`src/rtl/common_dffram_wrarb_2req_if.sv`:
```
// common_dffram_wrarb_2req_if: requester handshakes, clear control and RAM write port bundle
interface common_dffram_wrarb_2req_if #(
  parameter int RAM_DATA_WIDTH = 1,
  parameter int RAM_ADDR_WIDTH = 1
);
  logic                      req0_valid, req0_ready;
  logic [RAM_ADDR_WIDTH-1:0] req0_addr;
  logic [RAM_DATA_WIDTH-1:0] req0_we, req0_data;
  logic                      req1_valid, req1_ready;
  logic [RAM_ADDR_WIDTH-1:0] req1_addr;
  logic [RAM_DATA_WIDTH-1:0] req1_we, req1_data;
  logic                      clr_req, clr_busy, clr_done;
  logic [RAM_ADDR_WIDTH-1:0] ram_addra;
  logic                      ram_ena;
  logic [RAM_DATA_WIDTH-1:0] ram_wea, ram_dina;
  modport master (
    output req0_valid, req0_addr, req0_we, req0_data,
    output req1_valid, req1_addr, req1_we, req1_data, clr_req,
    input  req0_ready, req1_ready, clr_busy, clr_done, ram_addra, ram_ena, ram_wea, ram_dina
  );
  modport slave (
    input  req0_valid, req0_addr, req0_we, req0_data,
    input  req1_valid, req1_addr, req1_we, req1_data, clr_req,
    output req0_ready, req1_ready, clr_busy, clr_done, ram_addra, ram_ena, ram_wea, ram_dina
  );
endinterface

```
`src/rtl/common_dffram_wrarb_2req.sv`:
```
// common_dffram_wrarb_2req: round-robin two-requester write port arbiter with clear sweep for a DFF RAM
module common_dffram_wrarb_2req #(
  parameter int                        RAM_DATA_WIDTH = 1,
  parameter int                        RAM_ADDR_WIDTH = 1,
  parameter logic [RAM_DATA_WIDTH-1:0] CLEAR_VALUE    = '0,
  parameter bit                        CLEAR_ON_RESET = 1'b1
) (
  input logic clk,
  input logic reset,
  common_dffram_wrarb_2req_if.slave bus
);
  typedef enum logic {IDLE, CLEAR} state_t;
  state_t                    r_state;
  logic                      r_rr, r_pend, r_ena, r_done;
  logic [RAM_ADDR_WIDTH-1:0] r_cnt, r_addr;
  logic [RAM_DATA_WIDTH-1:0] r_we, r_din;
  logic                      w_idle, w_start, w_rdy0, w_rdy1;
  assign w_idle  = r_state == IDLE;
  assign w_start = w_idle & (bus.clr_req | r_pend);
  assign w_rdy0  = w_idle & ~w_start & bus.req0_valid & (~bus.req1_valid | ~r_rr);
  assign w_rdy1  = w_idle & ~w_start & bus.req1_valid & (~bus.req0_valid | r_rr);
  assign bus.req0_ready = w_rdy0;
  assign bus.req1_ready = w_rdy1;
  assign bus.clr_busy   = r_state == CLEAR;
  assign bus.clr_done   = r_done;
  assign bus.ram_addra  = r_addr;
  assign bus.ram_ena    = r_ena;
  assign bus.ram_wea    = r_we;
  assign bus.ram_dina   = r_din;
  always_ff @(posedge clk) begin
    if (reset) begin
      r_state <= IDLE;
      r_rr    <= 1'b0;
      r_cnt   <= '0;
      r_pend  <= CLEAR_ON_RESET;
      r_addr  <= '0;
      r_ena   <= 1'b0;
      r_we    <= '0;
      r_din   <= '0;
      r_done  <= 1'b0;
    end else begin
      r_ena  <= 1'b0;
      r_done <= 1'b0;
      if (r_state == CLEAR) begin
        r_ena  <= 1'b1;
        r_addr <= r_cnt;
        r_we   <= '1;
        r_din  <= CLEAR_VALUE;
        r_cnt  <= r_cnt + 1'b1;
        if (r_cnt == '1) begin
          r_done  <= 1'b1;
          r_state <= IDLE;
        end
      end else if (w_start) begin
        r_state <= CLEAR;
        r_cnt   <= '0;
        r_pend  <= 1'b0;
      end else if (w_rdy0 | w_rdy1) begin
        r_ena  <= 1'b1;
        r_addr <= w_rdy0 ? bus.req0_addr : bus.req1_addr;
        r_we   <= w_rdy0 ? bus.req0_we : bus.req1_we;
        r_din  <= w_rdy0 ? bus.req0_data : bus.req1_data;
        r_rr   <= w_rdy0;
      end
    end
  end
endmodule
```
`src/flat_wrapper.sv`:
```
// flat-port wrapper written by rule: the top's interface ports become plain ports
module common_dffram_wrarb_2req_flat 
#(
  parameter int                        RAM_DATA_WIDTH = 1,
  parameter int                        RAM_ADDR_WIDTH = 1,
  parameter logic [RAM_DATA_WIDTH-1:0] CLEAR_VALUE    = '0,
  parameter bit                        CLEAR_ON_RESET = 1'b1
)
  (clk, reset, bus_req0_valid, bus_req0_addr, bus_req0_we, bus_req0_data, bus_req1_valid, bus_req1_addr, bus_req1_we, bus_req1_data, bus_clr_req, bus_req0_ready, bus_req1_ready, bus_clr_busy, bus_clr_done, bus_ram_addra, bus_ram_ena, bus_ram_wea, bus_ram_dina);
  common_dffram_wrarb_2req_if #(.RAM_DATA_WIDTH(RAM_DATA_WIDTH), .RAM_ADDR_WIDTH(RAM_ADDR_WIDTH)) bus_i ();
  input logic clk;
  input logic reset;
  input wire logic [$bits(bus_i.req0_valid)-1:0] bus_req0_valid;
  input wire logic [$bits(bus_i.req0_addr)-1:0] bus_req0_addr;
  input wire logic [$bits(bus_i.req0_we)-1:0] bus_req0_we;
  input wire logic [$bits(bus_i.req0_data)-1:0] bus_req0_data;
  input wire logic [$bits(bus_i.req1_valid)-1:0] bus_req1_valid;
  input wire logic [$bits(bus_i.req1_addr)-1:0] bus_req1_addr;
  input wire logic [$bits(bus_i.req1_we)-1:0] bus_req1_we;
  input wire logic [$bits(bus_i.req1_data)-1:0] bus_req1_data;
  input wire logic [$bits(bus_i.clr_req)-1:0] bus_clr_req;
  output wire logic [$bits(bus_i.req0_ready)-1:0] bus_req0_ready;
  output wire logic [$bits(bus_i.req1_ready)-1:0] bus_req1_ready;
  output wire logic [$bits(bus_i.clr_busy)-1:0] bus_clr_busy;
  output wire logic [$bits(bus_i.clr_done)-1:0] bus_clr_done;
  output wire logic [$bits(bus_i.ram_addra)-1:0] bus_ram_addra;
  output wire logic [$bits(bus_i.ram_ena)-1:0] bus_ram_ena;
  output wire logic [$bits(bus_i.ram_wea)-1:0] bus_ram_wea;
  output wire logic [$bits(bus_i.ram_dina)-1:0] bus_ram_dina;
  assign bus_i.req0_valid = bus_req0_valid;
  assign bus_i.req0_addr = bus_req0_addr;
  assign bus_i.req0_we = bus_req0_we;
  assign bus_i.req0_data = bus_req0_data;
  assign bus_i.req1_valid = bus_req1_valid;
  assign bus_i.req1_addr = bus_req1_addr;
  assign bus_i.req1_we = bus_req1_we;
  assign bus_i.req1_data = bus_req1_data;
  assign bus_i.clr_req = bus_clr_req;
  assign bus_req0_ready = bus_i.req0_ready;
  assign bus_req1_ready = bus_i.req1_ready;
  assign bus_clr_busy = bus_i.clr_busy;
  assign bus_clr_done = bus_i.clr_done;
  assign bus_ram_addra = bus_i.ram_addra;
  assign bus_ram_ena = bus_i.ram_ena;
  assign bus_ram_wea = bus_i.ram_wea;
  assign bus_ram_dina = bus_i.ram_dina;
  common_dffram_wrarb_2req #(.RAM_DATA_WIDTH(RAM_DATA_WIDTH), .RAM_ADDR_WIDTH(RAM_ADDR_WIDTH), .CLEAR_VALUE(CLEAR_VALUE), .CLEAR_ON_RESET(CLEAR_ON_RESET)) u_core (.clk(clk), .reset(reset), .bus(bus_i));
endmodule
```
`config.mk`:
```
export PLATFORM = sky130hd
export DESIGN_NAME = common_dffram_wrarb_2req_flat
export DESIGN_NICKNAME = d
export VERILOG_FILES = /design/src/rtl/common_dffram_wrarb_2req_if.sv /design/src/rtl/common_dffram_wrarb_2req.sv /design/src/flat_wrapper.sv
export SDC_FILE = /design/constraint.sdc
export NUM_CORES = 1
export LEC_CHECK = 0
export BUFFER_PORTS_ARGS = -buffer_cell sky130_fd_sc_hd__buf_2
export CAP_MARGIN = 20
export CORE_AREA = 10 10 47 49
export CTS_CLUSTER_SIZE = 12
export DETAILED_ROUTE_END_ITERATION = 10
export DIE_AREA = 0 0 57 59
export GPL_TIMING_DRIVEN = 0
export SLEW_MARGIN = 0
export SYNTH_ARGS = -nofsm -noshare
export SYNTH_HDL_FRONTEND = slang
export SYNTH_SLANG_ARGS = --single-unit
```
`constraint.sdc`:
```
create_clock -name clk -period 2.08 [get_ports clk]
set_clock_uncertainty 0.05 [all_clocks]
set_input_delay 0.208 -clock clk [delete_from_list [all_inputs] [get_ports clk]]
set_output_delay 0.208 -clock clk [all_outputs]
set_load 0.01 [all_outputs]
```
Yosys cells after proc, flatten, opt, wreduce, memory -nomap -nowiden
Index checks and enable logic that the tools add are counted.
{"block": "totals", "mem_count": 0, "elab_cells": 52, "latch_bits": 0, "ram_bits": 0, "reg_bits": 9, "romBits": 0, "output_inout_bits": 8}
{"block": "classes", "shift": 0, "eq_ne": 1, "n_reduce_logical": 8, "addsub": 1, "bitwise": 15, "multipliers": 0, "n_lt_le_gt_ge": 0, "mux": 18, "div_mod_pow": 0}
{"operator": "1-bit 2-to-1 mux", "n": 18}
{"operator": "1-bit bitwise AND", "n": 6}
{"operator": "2-bit AND reduction", "n": 3}
{"operator": "1-bit inverter", "n": 5}
{"operator": "1-bit bitwise OR", "n": 4}
{"operator": "2-bit nonzero test", "n": 2}
{"operator": "2-bit OR reduction", "n": 2}
{"operator": "3-bit AND reduction", "n": 1}
{"operator": "2-bit by 1-bit inequality test with 1-bit output, second input constant", "n": 1}
{"operator": "1-bit adder, second input constant", "n": 1}

Longest topological paths before layout
{"block": "depth", "word_depth": 10, "ltp_mapped": 5}

Worst setup path after synthesis
OpenSTA, ideal clock, no wires.
{"block": "synth_timing", "kind": "register to output", "from": "register u_core.r_state, in the netlist u_core.bus.clr_busy", "to": "output bus_req0_ready", "t_required_ns": 1.822, "arrival_time_ns": 1.045, "path_buffers": 1, "slack_ns": 0.777, "stages_incl_launch_ff": 4, "path_cell_list": "dfxtp_1 > buf_6 > or3_4 > nor2_1"}
{"block": "synth_between", "elab_chain_len": 6}
{"element": "start: declaration", "line_no": "common_dffram_wrarb_2req.sv:13", "rtl": "state_t r_state;"}
{"element": "start signal: assignment", "line_no": "common_dffram_wrarb_2req.sv:32", "rtl": "r_state <= IDLE;"}
{"element": "start signal: assignment", "line_no": "common_dffram_wrarb_2req.sv:52", "rtl": "r_state <= IDLE;"}
{"element": "start signal: assignment", "line_no": "common_dffram_wrarb_2req.sv:55", "rtl": "r_state <= CLEAR;"}
{"element": "1-bit inverter (no line) (*)"}
{"element": "1-bit bitwise AND", "line_no": "common_dffram_wrarb_2req.sv:19", "rtl": "assign w_start = w_idle & (bus.clr_req | r_pend);"}
{"element": "1-bit inverter (no line)"}
{"element": "1-bit bitwise AND (*) (3 in series)", "line_no": "common_dffram_wrarb_2req.sv:20", "rtl": "assign w_rdy0 = w_idle & ~w_start & bus.req0_valid & (~bus.req1_valid | ~r_rr);"}
{"element": "end: declaration", "line_no": "flat_wrapper.sv:22", "rtl": "output wire logic [$bits(bus_i.req0_ready)-1:0] bus_req0_ready;"}
Every way passes the cells marked *; elsewhere a longest branch is shown, timed or not.

Final worst setup path
Ends and elaborated chain as after synthesis.

==> flow_summary.json <==
{
  "cts.repair.resized": 0,
  "gp_congestion": 0.681,
  "fin_nets": 80,
  "synth_edf_count": 0,
  "p_leak_nw": 0.240,
  "cts_tree": "done",
  "cts_hold_buffers": 0,
  "crit_required_ns": 1.82,
  "fill_cells": 164,
  "drive_gt1_frac": 0.368,
  "die_h_um": 59,
  "min_path_type": "primary input to flop",
  "rsz0062_at_grt": "false",
  "path_class": "flop to primary output",
  "ys_async_sr_fraction": 0,
  "grt_usage": 0.0623,
  "stdcell_count": 84,
  "fp.dieArea_sq_um": 3360,
  "drc": 0,
  "avgViaCountPerCell": 4.58,
  "ios": 19,
  "min_period_ns": 1.60,
  "synth_top_area_cell": "dfxtp_1",
  "timing.final.crit_share": 0.769,
  "antenna_cells": 0,
  "dp_cells": 80,
  "max-vdd-ir-drop_v": 0.000287,
  "syn_inst": 47,
  "grt_max_degree": 10,
  "initial_utilization": 0.279,
  "fin_setup_tns_ns": 0,
  "synth_top_flop_cell": "dfxtp_1",
  "clock_latency_ns": 0.26,
  "r2r_start": "u_core.bus.clr_busy$_SDFF_PP0_",
  "status": "finished clean",
  "synth_area_leaders": "dfxtp_1, nor2_1, nor3_1, nand2_1, o22ai_1",
  "cts_setup_buffers": 0,
  "clk_pin_slew_ns": 0.06,
  "ys_seq_area_frac": 0.460,
  "crit_fanout": 8,
  "cts.path.max_buffers": 2,
  "maxCapViolCount": 0,
  "crit_arrival_ns": 1.34,
  "ys_ff_latch": 9,
  "hold_violations": 0,
  "syn2layout_area_growth_pct": 33.5,
  "hold_start": "bus_req0_data",
  "grt-ovfl-total": 0,
  "drv_slew": 0,
  "antenna_found_initial": 0,
  "die_w_um": 57,
  "dp_hpwl_um": 747,
  "drt_first_pass_iters": 4,
  "vias": 385,
  "synth.top_cell.area_share": 0.460,
  "grt_first_pass_wirelength_mm": 1.66,
  "core_area_sq_um": 1400,
  "yosys_warnings": 0,
  "netlist_area_sq_um": 392,
  "cts_root_buf": "clkbuf_4",
  "synth_cell_type_count": 20,
  "io_buffer_count": 17,
  "total_power_w": 0.000391,
  "cts_buffers": 3,
  "max_slew_margin": 0.636,
  "p_per_area_nw_per_um2": 747,
  "grt_pass1_vias": 420,
  "drt_iter0_drc": 8,
  "drt-total-wl_um": 952,
  "setup_violations": 0,
  "clock.fmax_ghz": 0.625,
  "ys_top_cells_by_count": "dfxtp_1, nor2_1, nand2_1, nor3_1",
  "startpoint": "u_core.bus.clr_busy$_SDFF_PP0_",
  "synth_nets": 58,
  "clock_sinks": 9,
  "htreeDepth": 1,
  "end_kind": "primary output",
  "tightest_slew_ns": 0.541,
  "fp-row-count": 14,
  "startpoint_type": "flop",
  "avgSynthCellArea_sq_um": 8.33,
  "postRouteAntennaNets": 0,
  "wl_per_cell_um": 11.3
}
[cells by family after synthesis]
kind of cell,count (synthesis),share of synthesized area
and+or+nand+nor,22,0.278
DFF,9,0.460
buffers and inverters,3,0.0511
muxes,1,0.0256
AOI/OAI and AO/OA,12,0.185
[state kept, by name, indices dropped and copies added (netlist names)]
signal / count
u_core.r_cnt: 1
u_core.r_pend: 1
u_core.bus.ram_wea: 1
u_core.bus.ram_addra: 1
u_core.bus.clr_busy: 1
u_core.r_rr: 1
u_core.bus.clr_done: 1
u_core.bus.ram_ena: 1
u_core.bus.ram_dina: 1
[layout by cell type, fill, tap and decap left out]
master     n
a21oi_1    2
buf_2     18
o21ai_0    2
clkbuf_1   1
a21boi_0   1
or3_4      1
nor2_1     9
a21o_2     1
o22ai_1    2
clkbuf_4   3
buf_6      1
nand2_1    5
dfxtp_1    9
nor2_4     1
nor2b_1    1
a31oi_1    1
nor3b_1    1
nor3_1     4
mux2i_1    1
a211oi_1   1
inv_1      1
o21ai_1    2
[where the power goes]
part	switching, W	total (W)	internal (W)
combinational	0.0000338	0.0000641	0.0000303
clock	0.0000622	0.000136	0.0000740
sequential	0.00000649	0.000191	0.000184
total	0.000102	0.000391	0.000288
[critical path: stages (launching register included)]
cell,delay [ns]
dfxtp_1,0.31
buf_6,0.13
or3_4,0.40
nor2_1,0.11
buf_2,0.13
[cell type report]
cell class                 count  area (sq um)  share of cell area
multi-input combinational     35           191               0.366
sequential                     9           180               0.344
timing repair buffer          17          85.1               0.163
clock buffer                   4          26.3              0.0502
tap                           16          20.0              0.0383
buffer                         2          16.3              0.0311
inverter                       1          3.75             0.00718
[metrics by stage]
stage                     instance area (sq um)  hold WS [ns]  worst slack, ns  utilization
final                                       523         0.142            0.480        0.373
after floorplan                             392         0.311            0.777            -
after detailed placement                    497         0.424            0.675        0.354
after CTS                                   523         0.145            0.467        0.373
after global routing                        523         0.171            0.394        0.373
after global placement                      497         0.426            0.662        0.354
[path summary, 6_finish.rpt]
kind / cells past startpoint / slack (ns) / to
max: 4 / 0.48 / bus_req0_ready
min: 3 / 0.14 / u_core.bus.ram_dina$_SDFFE_PP0P_
max reg2reg: 5 / 0.65 / u_core.bus.ram_addra$_SDFFE_PP0P_
min reg2reg: 2 / 0.44 / u_core.bus.clr_done$_SDFF_PP0_
[per-layer routing]
metal | track usage | wire [um] | vias up
li1 | - | - | 208
met1 | 0.0702 | 479 | 154
met2 | 0.0806 | 354 | 20
met3 | 0.0451 | 100 | 3
met4 | 0.0403 | 17 | 0
met5 | 0 | 0 | -
Power figures use the tool's default switching activity.
